===== src/rtl/rv_pkg.sv =====
// Shared architectural constants and types for the RV datapath blocks.
// Holds the register width and count, plus the word and register-index types.
package rv_pkg;

    localparam int XLEN      = 32;
    localparam int REG_COUNT = 32;

    typedef logic [4:0]      reg_addr_t;
    typedef logic [XLEN-1:0] word_t;

endpackage


===== src/rtl/register_n.sv =====
// N-bit D flip-flop with synchronous active-high reset and load enable.
// Used as one architectural register slot inside register_file.
module register_n #(
    parameter int N = 32
) (
    input  logic         clk,
    input  logic         rst,
    input  logic         en,
    input  logic [N-1:0] d,
    output logic [N-1:0] q
);

    always_ff @(posedge clk) begin
        if (rst) begin
            q <= '0;
        end else if (en) begin
            q <= d;
        end
    end

endmodule


===== src/rtl/register_file.sv =====
// Two-read, one-write register file with x0 hardwired to zero.
// Optional same-cycle write-to-read forwarding is built when REGFILE_BYPASS_EN is defined.
module register_file
    import rv_pkg::*;
#(
    parameter  int N     = XLEN,
    parameter  int DEPTH = REG_COUNT,
    localparam int AW    = $clog2(DEPTH)
) (
    input  logic          clk,
    input  logic          rst,
    input  logic          wr_en,
    input  logic [AW-1:0] wr_addr,
    input  logic [N-1:0]  wr_data,
    input  logic [AW-1:0] rd_addr_1,
    output logic [N-1:0]  rd_data_1,
    input  logic [AW-1:0] rd_addr_2,
    output logic [N-1:0]  rd_data_2
);

    logic [N-1:0] regs [DEPTH];

    // Slot 0 is a constant; no flop exists there, so writes to x0 vanish.
    assign regs[0] = '0;

    for (genvar i = 1; i < DEPTH; i++) begin : g_reg
        register_n #(.N(N)) u_reg (
            .clk (clk),
            .rst (rst),
            .en  (wr_en && (wr_addr == AW'(i))),
            .d   (wr_data),
            .q   (regs[i])
        );
    end

`ifdef REGFILE_BYPASS_EN
    logic fwd_ok;
    assign fwd_ok = wr_en && !rst && (wr_addr != '0);
`endif

    always_comb begin
        rd_data_1 = regs[rd_addr_1];
        rd_data_2 = regs[rd_addr_2];
`ifdef REGFILE_BYPASS_EN
        // The in-flight write wins over the stored value; x0 is excluded via fwd_ok.
        if (fwd_ok && (rd_addr_1 == wr_addr)) begin
            rd_data_1 = wr_data;
        end
        if (fwd_ok && (rd_addr_2 == wr_addr)) begin
            rd_data_2 = wr_data;
        end
`endif
    end

endmodule


===== config.mk =====
export PLATFORM = sky130hd
export DESIGN_NAME = register_file
export DESIGN_NICKNAME = d
export VERILOG_FILES = /design/src/rtl/rv_pkg.sv /design/src/rtl/register_n.sv /design/src/rtl/register_file.sv
export SDC_FILE = /design/constraint.sdc
export NUM_CORES = 2
export LEC_CHECK = 0
export BUFFER_PORTS_ARGS = -buffer_cell sky130_fd_sc_hd__buf_2
export CORE_UTILIZATION = 30
export CTS_BUF_LIST = sky130_fd_sc_hd__clkbuf_16
export DETAILED_ROUTE_END_ITERATION = 16
export PLACE_DENSITY = 0.48
export SKIP_CTS_REPAIR_TIMING = 1
export SYNTH_ARGS = -nofsm -noshare
export SYNTH_HDL_FRONTEND = slang
export SYNTH_SLANG_ARGS = --single-unit
export TNS_END_PERCENT = 1

===== constraint.sdc =====
create_clock -name clk -period 7.89 [get_ports clk]
set_input_delay 1.1835 -clock clk [delete_from_list [all_inputs] [get_ports clk]]
set_output_delay 1.1835 -clock clk [all_outputs]
set_load 0.05 [all_outputs]

==> flow_metrics.tcl <==
set metrics [dict create \
    post-route-period-util_pct 71.9 \
    vdd_drop_max_uv 187 \
    syn_area_per_cell_um2 8.93 \
    io_pins 114 \
    ys_seq_area_share_pct 39.6 \
    clock-sinks 992 \
    critPathBufInv 4 \
    timing.fmax_mhz 176 \
    vias_per_cell 5.70 \
    numCtsBuffers 108 \
    worstPathCellList "buf_4 > buf_4 > and2_2 > buf_4 > a22o_1 > o21ai_0 > o31ai_1 > buf_2" \
    io_buffers 113 \
    largest_register "g.u_reg.q" \
    synth_cell_types 29 \
    start_util_pct 30.3 \
    slew_viol_final 0 \
    worstPathArrival_ns 4.49 \
    post-route-util_pct 33.5 \
    synthArstFlopShare_pct 0 \
    synth_edf_count 0 \
    skew_ns 0 \
    cts-htree-levels 3 \
    fin_crit_ns 5.68 \
    p_leak_uw 0.0178 \
    postSynthCellCount 5618 \
    rsz0062_at_grt "false" \
    yosysWarnings 0 \
    path_delay_family "buffers and inverters" \
    cp.required_ns 6.71 \
    setup_violations 0 \
    fin_cells 7602 \
    drc 0 \
    clk_latency_ns 0.72 \
    maxSlewHeadroom_pct 17.3 \
    power_density_nw_per_um2 195 \
    yosysTopAreaCell "dfxtp_1" \
    root_buffer "clkbuf_16" \
    hpwl_mm 118 \
    critPathSlowestCell "and2_2" \
    largest_register_ffs 992 \
    grt-ovfl-total 0 \
    drt_first_pass_iters 6 \
    drtIter0Drc 5518 \
    clk_pin_slew_ns 0.06 \
    gp_congestion 0.805 \
    cpPeakStageDelay_ns 0.78 \
    hold_end "g_reg[22].u_reg.q[19]$_SDFFE_PP0P_" \
    synth.top_cells.by_area "dfxtp_1 (40%), mux4_2 (22%), nand2_1 (15%), a21oi_1 (9.9%), clkbuf_1 (3.1%)" \
    postRouteAntennaNets 0 \
    grtUsageTotal_pct 24.9 \
    synth_common_cells "nand2_1 (2,017), a21oi_1 (992), dfxtp_1 (992)" \
    die_y_um 411 \
    final.setup.tns_ns 0 \
    netlist_area_um2 50200 \
    top_regs "g.u_reg.q x992" \
    place_ws_ns 2.25 \
    area_growth_pct 10.5 \
    die_width_um 411 \
    wl_per_cell_um 28.3 \
    dieArea_um2 169000 \
    setup_slack_ns 2.21 \
    rrSetupSlack_ns 7.17 \
    via_count 43323 \
    grt_max_degree 213 \
    min-delay-start "g_reg[22].u_reg.q[19]$_SDFFE_PP0P_" \
    synth_nets 5668 \
    cp_common_cell "buf_4" \
    path_max_fanout 30 \
    grt_pass1_wl_mm 307 \
    synth-seq-cells 992 \
    cts_tree "built" \
    synth_ff_type "dfxtp_1" \
    synth_top_area_share_pct 39.6 \
    routed_wl_mm 215 \
    hp-class "flip-flop to flip-flop" \
    tightest_slew_ns 1.24 \
    hold_depth 2 \
    grt_pass1_vias 40599 \
    rr_worst_depth 2 \
    antenna_found_initial 11 \
    core_um2 166000 \
    critPathKind "input pin to output pin" \
    cp-start-kind "input pin" \
    end_kind "output pin" \
    r2r_end "g_reg[26].u_reg.q[1]$_SDFFE_PP0P_" \
    row_count 149 \
    hold_viol_final 0 \
    reg2reg_from "g_reg[26].u_reg.q[1]$_SDFFE_PP0P_" \
    dp.cells 7400 \
    post-synth-top-count-cell "nand2_1" \
    outcome "finished clean" \
    clockBufferDepth 3 \
    layout-drive-gt1-share_pct 18.1 \
    max-cap-violations 0 \
    nets 5371 \
    design_power_total_uw 10800 \
]
worst min-delay path, stage by stage, from the launching register on:
cell and delay, ns:
dfxtp_1 0.31, nand2_1 0.05, a21oi_1 0.05
worst max path at each step:
| stage | start | endpoint | slack, ns | cells after the start |
|---|---|---|---|---|
| after floorplan | rd_addr_1[2] | rd_data_1[19] | 3.06 | 7 |
| after global placement | rd_addr_1[2] | rd_data_1[8] | 2.29 | 7 |
| after detailed placement | rd_addr_1[1] | rd_data_1[11] | 2.25 | 8 |
| after CTS | rd_addr_1[2] | rd_data_1[8] | 2.25 | 7 |
| after global routing | rd_addr_1[0] | rd_data_1[4] | 2.13 | 7 |
| final | rd_addr_1[1] | rd_data_1[11] | 2.21 | 8 |
power breakdown:
group | switching, uW | internal [uW]
combinational | 637 | 234
sequential | 26.8 | 5050
clock | 2250 | 2620
total | 2910 | 7900
cells by family (layout without fill, tap and decap cells):
kind of cell	Yosys count	after routing	share of synthesized area, %
AOI/OAI and AO/OA	1248	1248	13.8
buffers and inverters	601	394	4.84
DFF	992	992	39.6
muxes	672	672	25.6
other	0	2	0
and+or+nand+nor	2105	2105	16.2
metal layers:
layer	GRT usage, %	vias up	routed length, um
li1	-	19028	-
met5	0	-	84
met1	34.5	21756	91600
met2	37.4	2110	95000
met3	5.45	413	20200
met4	9.86	16	8110
area by class of cell:
cell class / instances / area (um2)
Antenna cell: 2 / 5.00
Clock buffer: 109 / 2730
Clock inverter: 91 / 522
Fill cell: 16887 / 110000
Inverter: 1 / 3.75
Multi-Input combinational cell: 4025 / 28200
Sequential cell: 992 / 19900
Tap cell: 2189 / 2740
Timing Repair Buffer: 193 / 1370
metrics by stage:
step	area [um2]	hold slack (ns)
after global routing	55400	0.482
after floorplan	50200	0.442
after detailed placement	52200	0.457
final	55400	0.464
after CTS	55400	0.466
after global placement	52200	0.450
layout by cell type (no fill, tap or decap), types with 3 or more instances in the layout:
cell type   instances
a21oi_1           992
clkinvlp_4          5
dfxtp_1           992
o31ai_1            32
a211oi_1           32
nor3_2              3
buf_2             103
nand2_1          1985
nand2_2            20
mux2i_1            96
mux2_2             96
clkbuf_16         109
o22ai_1            32
a22o_1            128
bufinv_16           4
and2_2             14
inv_1              37
and4b_1             3
inv_6               3
o21ai_0            32
nor2b_4             4
and2_1             33
clkinv_1           27
mux4_2            480
nand2_4            12
buf_4              73
buf_8               5
buf_12             11
nand4b_1            3
and4bb_2            3
nor2_4             13
clkinv_2           13
No activity file was read; power rests on OpenSTA's default activity.
